--- config.mk ---
export PLATFORM = sky130hd
export DESIGN_NAME = upsampler_param
export DESIGN_NICKNAME = d
export VERILOG_FILES = /design/src/rtl/upsampler_param.sv
export SDC_FILE = /design/constraint.sdc
export NUM_CORES = 1
export LEC_CHECK = 0
export ABC_AREA = 1
export BUFFER_PORTS_ARGS = -buffer_cell sky130_fd_sc_hd__buf_4
export CORE_AREA = 10 10 47 49
export CTS_CLUSTER_SIZE = 25
export DETAILED_ROUTE_END_ITERATION = 10
export DIE_AREA = 0 0 57 59
export PLACE_DENSITY = 0.5
export SLEW_MARGIN = 20
export SYNTH_ARGS = -nofsm -noshare
export SYNTH_HDL_FRONTEND = slang
export SYNTH_SLANG_ARGS = --single-unit
export TNS_END_PERCENT = 5
--- constraint.sdc ---
create_clock -name clk_8megahz -period 3.3 [get_ports clk_8megahz]
set_input_delay 0.165 -clock clk_8megahz [delete_from_list [all_inputs] [get_ports clk_8megahz]]
set_output_delay 0.165 -clock clk_8megahz [all_outputs]
set_load 0.03 [all_outputs]
--- src/rtl/upsampler_param.sv ---
// Integer-factor upsampler: each accepted signed symbol becomes FACTOR output cycles,
// zero-stuffed (MODE=0) or held (MODE=1), with a first-phase marker and underrun pulse.
module upsampler_param #(
    parameter int DATA_W = 2,
    parameter int FACTOR = 8,
    parameter int MODE   = 0,
    localparam int PH_W  = (FACTOR > 1) ? $clog2(FACTOR) : 1
) (
    input  logic                     clk_8megahz,
    input  logic                     rst,
    input  logic                     flush,
    input  logic                     in_valid,
    output logic                     in_ready,
    input  logic signed [DATA_W-1:0] in_data,
    output logic                     out_valid,
    output logic signed [DATA_W-1:0] out_data,
    output logic                     out_first,
    output logic                     underrun,
    output logic                     dbg_state,
    output logic [PH_W-1:0]          dbg_phase
);

    typedef enum logic {
        IDLE = 1'b0,
        RUN  = 1'b1
    } state_t;

    localparam logic [PH_W-1:0] LAST_PH = PH_W'(FACTOR - 1);

    state_t                    state_q;
    logic [PH_W-1:0]           phase_q;
    logic signed [DATA_W-1:0]  sample_q;
    logic                      accept;

    // Handshake: a symbol transfers on a cycle where in_valid & in_ready are both high.
    // in_ready depends only on state and phase (never on in_valid); upstream holds
    // in_valid/in_data stable until that transfer happens.
    assign in_ready  = (state_q == IDLE) || (phase_q == LAST_PH);
    assign accept    = in_valid & in_ready;
    assign dbg_state = state_q;
    assign dbg_phase = phase_q;

    always_ff @(posedge clk_8megahz) begin
        if (rst || flush) begin
            state_q   <= IDLE;
            phase_q   <= '0;
            sample_q  <= '0;
            out_valid <= 1'b0;
            out_data  <= '0;
            out_first <= 1'b0;
            underrun  <= 1'b0;
        end else begin
            underrun <= 1'b0;
            if (accept) begin
                // New symbol: phase 0 appears on the output next cycle in both states.
                state_q   <= RUN;
                phase_q   <= '0;
                sample_q  <= in_data;
                out_valid <= 1'b1;
                out_first <= 1'b1;
                out_data  <= in_data;
            end else begin
                case (state_q)
                    IDLE: begin
                        out_valid <= 1'b0;
                        out_first <= 1'b0;
                        out_data  <= '0;
                    end
                    RUN: begin
                        if (phase_q == LAST_PH) begin
                            // Symbol exhausted and nothing offered: drop back with one pulse.
                            state_q   <= IDLE;
                            phase_q   <= '0;
                            out_valid <= 1'b0;
                            out_first <= 1'b0;
                            out_data  <= '0;
                            underrun  <= 1'b1;
                        end else begin
                            phase_q   <= phase_q + 1'b1;
                            out_valid <= 1'b1;
                            out_first <= 1'b0;
                            out_data  <= (MODE == 1) ? sample_q : '0;
                        end
                    end
                    default: begin
                        state_q   <= IDLE;
                        phase_q   <= '0;
                        out_valid <= 1'b0;
                        out_first <= 1'b0;
                        out_data  <= '0;
                    end
                endcase
            end
        end
    end

endmodule
==> flow_summary.rst, run 1 <==
.. list-table::
   :header-rows: 1

   * - Metric
     - Value
   * - Result of the run
     - finished, final reports clean
   * - Setup slack of the most critical reg-to-reg path
     - 2090 ps
   * - Count of boundary I/O pins
     - 16
   * - Launching element type of the critical path
     - flip-flop
   * - Clock latency of the later-clocked register in the worst-skew pair
     - 250 ps
   * - Crit end category
     - output pin
   * - Via count of the first global-routing pass
     - 298
   * - CP Class
     - reg -> out
   * - Hold WC Path Type
     - in -> reg
   * - Hold buffer count at cts
     - 0
   * - Final worst path period need
     - 1510 ps
   * - Net count of the mapped netlist
     - 49
   * - Placeable Area
     - 0.00140 mm²
   * - Required time at the worst-slack endpoint
     - 3130 ps
   * - Wire length of the first global-routing pass
     - 1140 µm
   * - Count of placed standard cells including taps
     - 71
   * - Clock tree from TritonCTS
     - done
   * - Sink of the worst hold path
     - out_data[0]
   * - Top cells by area, synth
     - dfxtp_1 49%, inv_1 10%, nor2_1 9.2%
   * - Main synth FF type
     - dfxtp_1
   * - Number of core rows
     - 14
   * - Maximum fanout along the worst path
     - 4
   * - Total count of hold-check failures in the final report
     - 0
   * - Count of H-tree levels built during CTS
     - 1
   * - Signed area change from the synthesized netlist to the final layout
     - 45.4%
   * - Worst hold stages
     - 3
   * - Maximum number of pins on one net before global-route repair
     - 10
   * - Arr. time, crit path
     - 1350 ps
   * - FMAX
     - 661 MHz
   * - Clock Tree Root
     - clkbuf_4
   * - Total number of vias
     - 297
   * - Most frequent cell after synthesis
     - inv_1
   * - Unique masters post-synth
     - 12
   * - Setup ws final
     - 1790 ps
   * - Cts bufs inserted
     - 3
   * - Sink count of the clock tree
     - 8
   * - Placement Setup Slack
     - 2060 ps
   * - RSZ-0062 raised after global routing
     - no
   * - Final weighted congestion of routability-driven global placement
     - 0.733
   * - Gates resized, CTS repair
     - 0
   * - Number of design rule violations left after detail routing
     - 0
   * - Flops & latches, synth
     - 8
   * - Clock skew after layout
     - 1.17 ps
   * - Static Leak
     - 0.251 nW
   * - Critical path origin
     - dbg_phase[0]
   * - Initial Utilization
     - 23.2%
   * - Final worst-path cycle share
     - 45.9%
   * - Synthesized instance count
     - 41
   * - Post-Route Hold Slack
     - 134 ps
   * - Total gr overflow
     - 0
   * - Final net count
     - 68
   * - R2r worst-path depth
     - 7
   * - Number of antenna-violating nets in the routed design
     - 0
   * - Final number of setup-violating endpoints
     - 0
   * - Max capacitance violation total
     - 0
   * - Detailed-route wire length per cell
     - 9.65 µm
   * - Transition time at the pin with the least slew margin
     - 299 ps
   * - Fraction of synthesis flops using an asynchronous set or reset pin
     - 0%
   * - Number of antenna cells inserted
     - 0
   * - Layout Cells excl Fill
     - 74
   * - Buffers on Ports
     - 15
   * - Number of synthesized flops with an enable pin
     - 0
   * - Initial antenna violation count
     - 0
   * - Total of warnings raised by yosys
     - 0
   * - Final Routed Wirelength
     - 714 µm
   * - Setup_tns
     - 0 ps
   * - Die area
     - 0.00336 mm²
   * - Power density over the cells
     - 413 mW/mm²
   * - Fraction of layout instances using a drive strength above 1
     - 36.2%
   * - Top cells by count, synth
     - 9 x inv_1, 8 x dfxtp_1, 8 x nor2_1
   * - DRT iter0 DRCs
     - 2
   * - Via-to-Cell Ratio
     - 4.01
   * - Clock buffer depth
     - 2
   * - Average instance area after synthesis
     - 7.93 µm²
   * - Total global routing track utilization
     - 4.29%
   * - Die H
     - 59 µm
   * - DIE WIDTH
     - 57 µm
   * - Syn Std Cell Area
     - 325 µm²
   * - Post-layout instance area
     - 473 µm²
   * - Clock transition at path regs
     - 50 ps
   * - Area leader, netlist
     - dfxtp_1
   * - Number of max-slew violations in the final report
     - 0
   * - Maximum ir drop on the vdd rail
     - 146 µV
   * - Number of setup buffers added after CTS
     - 0
   * - Cell area after placement
     - 450 µm²
   * - Reg2reg start
     - dbg_phase[0]
   * - Launch point of the worst hold path
     - in_data[0]
   * - Part of the Yosys area used for sequential elements
     - 49.2%
   * - Reg2reg end
     - dbg_phase[0]
   * - First-pass iteration count of the detailed router
     - 2
   * - Fraction of post-synthesis cell area in the top cell type by area
     - 49.2%
   * - Worst slew margin relative to its limit
     - 80.1%
## layer usage
metal	global-route usage, %	part of all wire [%]
met5	0	0
met4	5.03	0
met3	1.50	5.9
met2	6.98	50
met1	3.82	44
## cell type report
class | instances | area (µm²)
clock buffers | 3 | 22.5
flip-flops and latches | 8 | 160
multi-input cells | 23 | 124
inverters | 9 | 33.8
repair buffers | 15 | 113
well taps | 16 | 20.0
fillers | 156 | 928
## flip-flops by register name (all words and copies together), names as in the netlist
signal	flops
underrun	1
out_valid	1
out_first	1
out_data	2
dbg_phase	3
## worst max-delay path by stage
stage	slack, ps	endpoint	cells after the start
floorplan	1890	dbg_phase[0]	7
global placement	2080	in_ready	5
detailed placement	2060	in_ready	5
CTS	1780	in_ready	5
global route	1690	in_ready	5
finish	1790	in_ready	5
## cell usage in the layout, fill, tap and decap left out
master,netlist,routed
buf_4,1,15
inv_1,9,9
nor2_1,8,8
dfxtp_1,8,8
nand2_1,4,4
nand2_2,3,3
clkbuf_4,0,3
nand3_1,2,2
ha_1,2,2
nand4_1,1,1
and2_1,1,1
a21oi_1,1,1
a21boi_0,1,1
## kinds of logic after synthesis
group	after synthesis	synth area share, %
and+or+nand+nor	19	26.5
adders and majority gates	2	7.69
buffers and inverters	10	12.7
DFF	8	49.2
AOI/OAI and AO/OA	2	3.85
## power breakdown
part	internal (mW)	switching [mW]	leakage [nW]
sequential	0.0986	0.00190	0.0649
clock	0.0415	0.0310	0.0138
combinational	0.00984	0.0125	0.172
total	0.150	0.0454	0.251
## critical path: stages, from the launching register on
cell     delay, ps
dfxtp_1        330
ha_1           210
ha_1           210
inv_1           90
nand2_2         80
buf_4          180
## stage by stage
stage / power (mW) / utilization [%]
after floorplan: 0.115 / -
after global placement: 0.125 / 32.1
after detailed placement: 0.125 / 32.1
after CTS: 0.199 / 33.8
after global routing: 0.204 / 33.8
final: 0.195 / 33.8
Note: power is estimated with default switching activity, not from simulation.
==> inputs of run 2 (changes only) <==
--- a/config.mk
+++ b/config.mk
@@ -11,7 +11,7 @@
 export CTS_CLUSTER_SIZE = 25
 export DETAILED_ROUTE_END_ITERATION = 10
 export DIE_AREA = 0 0 57 59
-export PLACE_DENSITY = 0.5
+export PLACE_DENSITY = 0.52
 export SLEW_MARGIN = 20
 export SYNTH_ARGS = -nofsm -noshare
 export SYNTH_HDL_FRONTEND = slang
==> constraint.sdc (replaced) <==
create_clock -name clk_8megahz -period 1.3 [get_ports clk_8megahz]
set_input_delay 0.065 -clock clk_8megahz [delete_from_list [all_inputs] [get_ports clk_8megahz]]
set_output_delay 0.065 -clock clk_8megahz [all_outputs]
set_load 0.03 [all_outputs]
==> flow_summary.rst, run 2 (same netlist as run 1, synthesis figures left out) <==
.. list-table::
   :header-rows: 1

   * - Metric
     - Value
   * - Result of the run
     - finished, final reports clean (unchanged)
   * - Number of design rule violations left after detail routing
     - 0 (unchanged)
   * - Hold buffer count at cts
     - 0 (unchanged)
   * - Worst slew margin relative to its limit
     - 76.8% (was 80.1%)
   * - Max capacitance violation total
     - 0 (unchanged)
   * - Number of core rows
     - 14 (unchanged)
   * - Required time at the worst-slack endpoint
     - 1240 ps (was 3130 ps)
   * - Final net count
     - 70 (was 68)
   * - Placeable Area
     - 0.00140 mm² (unchanged)
   * - First-pass iteration count of the detailed router
     - 4 (was 2)
   * - Delay-heaviest family, CP
     - flip-flops (was adder cells)
   * - Top library cells by usage in the layout, fill and taps aside
     - 16 x buf_4, 8 x nor2_1, 8 x inv_1, 6 x dfxtp_1, 4 x nand2_1 (was 15 x buf_4, 9 x inv_1, 8 x nor2_1, 8 x dfxtp_1, 4 x nand2_1)
   * - Final Routed Wirelength
     - 801 µm (was 714 µm)
   * - FMAX
     - 809 MHz
   * - Static Leak
     - 0.260 nW (was 0.251 nW)
   * - Psw
     - 0.117 mW (was 0.0454 mW)
   * - Crit end category
     - output pin (unchanged)
   * - Clock tree from TritonCTS
     - done (unchanged)
   * - Maximum fanout along the worst path
     - 4 (unchanged)
   * - Initial antenna violation count
     - 0 (unchanged)
   * - Maximum ir drop on the vdd rail
     - 382 µV (was 146 µV)
   * - Initial Utilization
     - 23.2% (unchanged)
   * - CP max-delay cell
     - dfxtp_2 (was dfxtp_1)
   * - Die H
     - 59 µm (unchanged)
   * - Most prevalent standard cell on the critical path
     - ha_4 (was ha_1)
   * - Signed area change from the synthesized netlist to the final layout
     - 61.9% (was 45.4%)
   * - Power density over the cells
     - 949 mW/mm² (was 413 mW/mm²)
   * - Flip-flop count of the largest register after layout
     - 3 (unchanged)
   * - Detailed-route wire length per cell
     - 10.5 µm (was 9.65 µm)
   * - Cts bufs inserted
     - 3 (unchanged)
   * - Total number of vias
     - 304 (was 297)
   * - Most common cell after layout, fill and taps aside
     - buf_4 (unchanged)
   * - Internal cell power
     - 0.383 mW (was 0.150 mW)
   * - Via count of the first global-routing pass
     - 320 (was 298)
   * - Count of placed standard cells including taps
     - 71 (unchanged)
   * - Count of H-tree levels built during CTS
     - 1 (unchanged)
   * - Total gr overflow
     - 0 (unchanged)
   * - Clock transition at path regs
     - 50 ps (about the same)
   * - Reg2reg start
     - dbg_phase[0] (unchanged)
   * - Wire length of the first global-routing pass
     - 1350 µm (was 1140 µm)
   * - DIE WIDTH
     - 57 µm (unchanged)
   * - PnR Total Power
     - 0.500 mW (was 0.195 mW)
   * - Sink count of the clock tree
     - 8 (unchanged)
   * - Buffers on Ports
     - 15 (unchanged)
   * - Final worst path period need
     - 1240 ps
   * - CP Cell Sequence
     - ha_4, ha_4, inv_4, nand2_4, buf_6 (was ha_1, ha_1, inv_1, nand2_2, buf_4)
   * - # fillers
     - 160 (was 156)
   * - Clock latency of the later-clocked register in the worst-skew pair
     - 250 ps (about the same)
   * - Setup ws final
     - 64.0 ps (was 1790 ps)
   * - Critical path origin
     - dbg_phase[0] (unchanged)
   * - Total count of hold-check failures in the final report
     - 0 (unchanged)
   * - Final weighted congestion of routability-driven global placement
     - 0.633 (was 0.733)
   * - Sequential cell area
     - 163 µm² (was 160 µm²)
   * - CP Class
     - reg -> out (unchanged)
   * - Launch point of the worst hold path
     - in_data[1] (was in_data[0])
   * - Portion of total power attributed to the clock network
     - 36.8% (was 37.1%)
   * - Clock Tree Root
     - clkbuf_4 (unchanged)
   * - Number of antenna-violating nets in the routed design
     - 0 (unchanged)
   * - Placement Setup Slack
     - 94.7 ps (was 2060 ps)
   * - Post-Route Hold Slack
     - 30.1 ps (was 134 ps)
   * - Share of total power in sequential cells
     - 51.2% (was 51.5%)
   * - Total global routing track utilization
     - 5.20% (was 4.29%)
   * - DRT iter0 DRCs
     - 2 (unchanged)
   * - Transition time at the pin with the least slew margin
     - 348 ps (was 299 ps)
   * - Count of boundary I/O pins
     - 16 (unchanged)
   * - Number of antenna cells inserted
     - 0 (unchanged)
   * - Final worst-path cycle share
     - 95.1%
   * - Multi-input logic area
     - 154 µm² (was 124 µm²)
   * - Final number of setup-violating endpoints
     - 0 (unchanged)
   * - Fraction of layout instances using a drive strength above 1
     - 46.7% (was 36.2%)
   * - Comb power frac
     - 12.1% (was 11.4%)
   * - Clock buffer depth
     - 2 (unchanged)
   * - Slowest cell delay on critical path
     - 340 ps (was 330 ps)
   * - Hold WC Path Type
     - in -> reg (unchanged)
   * - Launching element type of the critical path
     - flip-flop (unchanged)
   * - HPWL reported at the end of detailed placement
     - 608 µm
   * - RSZ-0062 raised after global routing
     - no (unchanged)
   * - Setup_tns
     - 0 ps (unchanged)
   * - Number of max-slew violations in the final report
     - 0 (unchanged)
   * - Worst path buffer plus inverter count
     - 2 (unchanged)
   * - Maximum number of pins on one net before global-route repair
     - 10 (unchanged)
   * - Layout Cells excl Fill
     - 76 (was 74)
   * - Proportion of total power due to net switching
     - 23.4% (was 23.2%)
   * - Arr. time, crit path
     - 1170 ps (was 1350 ps)
   * - Via-to-Cell Ratio
     - 4.00 (was 4.01)
   * - Clock skew after layout
     - 2.92 ps (was 1.17 ps)
   * - Die area
     - 0.00336 mm² (unchanged)
run 2: changes by cell type in the layout (fill, tap and decap cells not counted), sizes merged:
cell  delta
buf      +2
run 2: layout make-up:
| class | instances | share of cell area (%) |
|---|---|---|
| repair buffers | 17 | 24.9 |
| multi-input cells | 23 | 29.2 |
| well taps | 16 | 3.80 |
| flip-flops and latches | 8 | 30.9 |
| inverters | 9 | 6.89 |
| clock buffers | 3 | 4.28 |
run 2: power by group through the flow:
stage | Clock [mW] | Combinational (mW) | Sequential, mW
2_1_floorplan | 0 | 0.0233 | 0.270
3_3_place_gp | 0 | 0.0583 | 0.261
3_5_place_dp | 0 | 0.0587 | 0.261
4_1_cts | 0.194 | 0.0608 | 0.256
5_1_grt | 0.214 | 0.0662 | 0.257
6_report | 0.184 | 0.0604 | 0.256
run 2: path summary, 6_finish.rpt:
kind	depth (start not counted)	slack, ps	end
worst max register to register	6	180	dbg_phase[0]
worst min register to register	4	550	dbg_phase[1]
worst max-delay path	5	60	in_ready
worst min-delay path	3	30	out_data[1]
run 2: timing repair:
action | in CTS | in global routing
cloned | 0 | 0
gates resized for setup | 3 | 4
buffers inserted | 2 | 0
setup endpoints to repair | 1 | 1
run 2: through the flow:
stage	utilization, %	instance area, µm²
final	37.6	527
after floorplan	-	333
after global placement	32.7	458
after detailed placement	32.7	458
after global routing	37.6	527
after CTS	35.8	502
run 2: worst min-delay path, cell delays in order:
cell and delay (ps):
buf_4 70, inv_1 30, nor2_1 80
run 2: per-layer routing:
metal  vias up  wire (µm)  GRT usage (%)
li1        162          -              -
met1       128        357           5.14
met2        14        312           6.51
met3         0        131           4.94
met4         0          0           4.03
met5         -          0              0
==> inputs of run 3 (changes only) <==
--- a/config.mk
+++ b/config.mk
@@ -11,6 +11,7 @@
 export CTS_CLUSTER_SIZE = 25
 export DETAILED_ROUTE_END_ITERATION = 10
 export DIE_AREA = 0 0 57 59
+export GPL_TIMING_DRIVEN = 0
 export PLACE_DENSITY = 0.52
 export SLEW_MARGIN = 20
 export SYNTH_ARGS = -nofsm -noshare
==> flow_summary.rst, run 3 (same netlist as run 1, synthesis figures left out) <==
.. list-table::
   :header-rows: 1

   * - Metric
     - Value
   * - Number of max-slew violations in the final report
     - 0 (unchanged)
   * - Final worst path period need
     - 1240 ps (about the same)
   * - Required time at the worst-slack endpoint
     - 1240 ps (about the same)
   * - Final net count
     - 72 (was 70)
   * - Maximum number of pins on one net before global-route repair
     - 10 (unchanged)
   * - Clock tree from TritonCTS
     - done (unchanged)
   * - Power density over the cells
     - 945 mW/mm² (was 949 mW/mm²)
   * - HPWL reported at the end of detailed placement
     - 614 µm (was 608 µm)
   * - Placeable Area
     - 0.00140 mm² (unchanged)
   * - Reg2reg end
     - dbg_phase[0] (unchanged)
   * - Count of boundary I/O pins
     - 16 (unchanged)
   * - # fillers
     - 161 (was 160)
   * - Number of antenna-violating nets in the routed design
     - 0 (unchanged)
   * - Number of design rule violations left after detail routing
     - 0 (unchanged)
   * - Worst slew margin relative to its limit
     - 77.0% (was 76.8%)
   * - Final number of setup-violating endpoints
     - 0 (unchanged)
   * - Initial Utilization
     - 23.2% (unchanged)
   * - Clock buffer depth
     - 2 (unchanged)
   * - Maximum fanout along the worst path
     - 4 (unchanged)
   * - Maximum ir drop on the vdd rail
     - 418 µV (was 382 µV)
   * - Clock latency of the later-clocked register in the worst-skew pair
     - 250 ps (about the same)
   * - Sequential cell area
     - 163 µm² (unchanged)
   * - End of the critical path
     - in_ready (unchanged)
   * - Final Routed Wirelength
     - 856 µm (was 801 µm)
   * - R2r worst-path depth
     - 6 (unchanged)
   * - Total number of vias
     - 317 (was 304)
   * - Initial antenna violation count
     - 0 (unchanged)
   * - Total global routing track utilization
     - 5.41% (was 5.20%)
   * - FMAX
     - 806 MHz (was 809 MHz)
   * - Wire length of the first global-routing pass
     - 1410 µm (was 1350 µm)
   * - Total count of hold-check failures in the final report
     - 0 (unchanged)
   * - Multi-input logic area
     - 154 µm² (unchanged)
   * - Count of H-tree levels built during CTS
     - 1 (unchanged)
   * - Cts bufs inserted
     - 3 (unchanged)
   * - Post-Route Hold Slack
     - 22.5 ps (was 30.1 ps)
   * - Worst hold stages
     - 3 (unchanged)
   * - Launching element type of the critical path
     - flip-flop (unchanged)
   * - Critical path origin
     - dbg_phase[0] (unchanged)
   * - Sink count of the clock tree
     - 8 (unchanged)
   * - Number of antenna cells inserted
     - 0 (unchanged)
   * - Flip-flop count of the largest register after layout
     - 3 (unchanged)
   * - Final worst-path cycle share
     - 95.4% (was 95.1%)
   * - Die area
     - 0.00336 mm² (unchanged)
   * - Buffers on Ports
     - 15 (unchanged)
   * - Detailed-route wire length per cell
     - 11.0 µm (was 10.5 µm)
   * - Setup slack of the most critical reg-to-reg path
     - 190 ps (was 180 ps)
   * - Clock transition at path regs
     - 60 ps (was 50 ps)
   * - Via count of the first global-routing pass
     - 336 (was 320)
   * - Die H
     - 59 µm (unchanged)
   * - CP Class
     - reg -> out (unchanged)
   * - Via-to-Cell Ratio
     - 4.06 (was 4.00)
   * - Total gr overflow
     - 0 (unchanged)
   * - Static Leak
     - 0.270 nW (was 0.260 nW)
   * - Clock skew after layout
     - 1.26 ps (was 2.92 ps)
   * - DIE WIDTH
     - 57 µm (unchanged)
   * - Top library cells by usage in the layout, fill and taps aside
     - 18 x buf_4, 8 x nor2_1, 8 x inv_1, 6 x dfxtp_1, 4 x nand2_1 (was 16 x buf_4, 8 x nor2_1, 8 x inv_1, 6 x dfxtp_1, 4 x nand2_1)
   * - DRT iter0 DRCs
     - 2 (unchanged)
   * - Signed area change from the synthesized netlist to the final layout
     - 66.5% (was 61.9%)
   * - Fraction of layout instances using a drive strength above 1
     - 48.4% (was 46.7%)
   * - Layout Cells excl Fill
     - 78 (was 76)
   * - Arr. time, crit path
     - 1180 ps (was 1170 ps)
   * - First-pass iteration count of the detailed router
     - 2 (was 4)
   * - Final weighted congestion of routability-driven global placement
     - 0.638 (was 0.633)
   * - Most common cell after layout, fill and taps aside
     - buf_4 (unchanged)
   * - Clock Tree Root
     - clkbuf_4 (unchanged)
   * - Crit end category
     - output pin (unchanged)
   * - Reg2reg start
     - dbg_phase[0] (unchanged)
   * - Count of placed standard cells including taps
     - 72 (was 71)
   * - Result of the run
     - finished, final reports clean (unchanged)
   * - Number of core rows
     - 14 (unchanged)
   * - Max capacitance violation total
     - 0 (unchanged)
   * - Hold WC Path Type
     - in -> reg (unchanged)
   * - Transition time at the pin with the least slew margin
     - 345 ps (was 348 ps)
-- run 3: worst min path at each step --
stage / start / endpoint / slack [ps]
floorplan: in_data[0] / out_data[0] / 180
global placement: in_data[1] / out_data[1] / 280
detailed placement: in_data[0] / out_data[0] / 290
CTS: in_data[0] / out_data[0] / 20
global route: in_data[0] / out_data[0] / 30
finish: in_data[0] / out_data[0] / 20
-- run 3: metrics by stage --
stage                     power, mW  setup WS, ps  instance area, µm²  util, %  TNS, ps
after floorplan               0.293          25.8                 333        -        0
after global placement        0.321          91.1                 465     33.2        0
after detailed placement      0.322           101                 465     33.2        0
after CTS                     0.523          21.2                 519     37.1        0
after global routing          0.542         -1.85                 542     38.7    -1.85
final                         0.512          59.8                 542     38.7        0
-- run 3: layer usage --
layer | wire length, µm | track usage [%] | vias up
met1 | 381 | 5.49 | 136
li1 | - | - | 165
met3 | 116 | 4.94 | 0
met5 | 0 | 0 | -
met2 | 358 | 7.29 | 16
met4 | 0 | 3.02 | 0
-- run 3: cell type report --
type,count,area share [%]
flip-flops and latches,8,30.0
multi-input cells,23,28.4
repair buffers,18,25.6
inverters,9,6.70
clock buffers,3,4.16
well taps,16,3.70
plain buffers,1,1.39
-- run 3: worst max-delay path, cell delays in order (launching register included) --
cell,delay [ps]
dfxtp_2,340
ha_4,160
ha_4,160
inv_4,60
nand2_4,50
buf_6,150
-- run 3: power by group --
part / internal (mW) / switching [mW]
registers: 0.250 / 0.00551
logic: 0.0290 / 0.0337
clock network: 0.106 / 0.0875
-- run 3: what timing repair did --
| action | 4_1_cts | 5_1_grt |
|---|---|---|
| gates resized for setup | 4 | 3 |
| setup buffers | 3 | 0 |
| gates cloned | 0 | 0 |
| endpoints found under the hold margin | 0 | 0 |
| pin swaps | 0 | 0 |
| endpoints found under the setup margin | 1 | 1 |
| hold buffers | 0 | 0 |
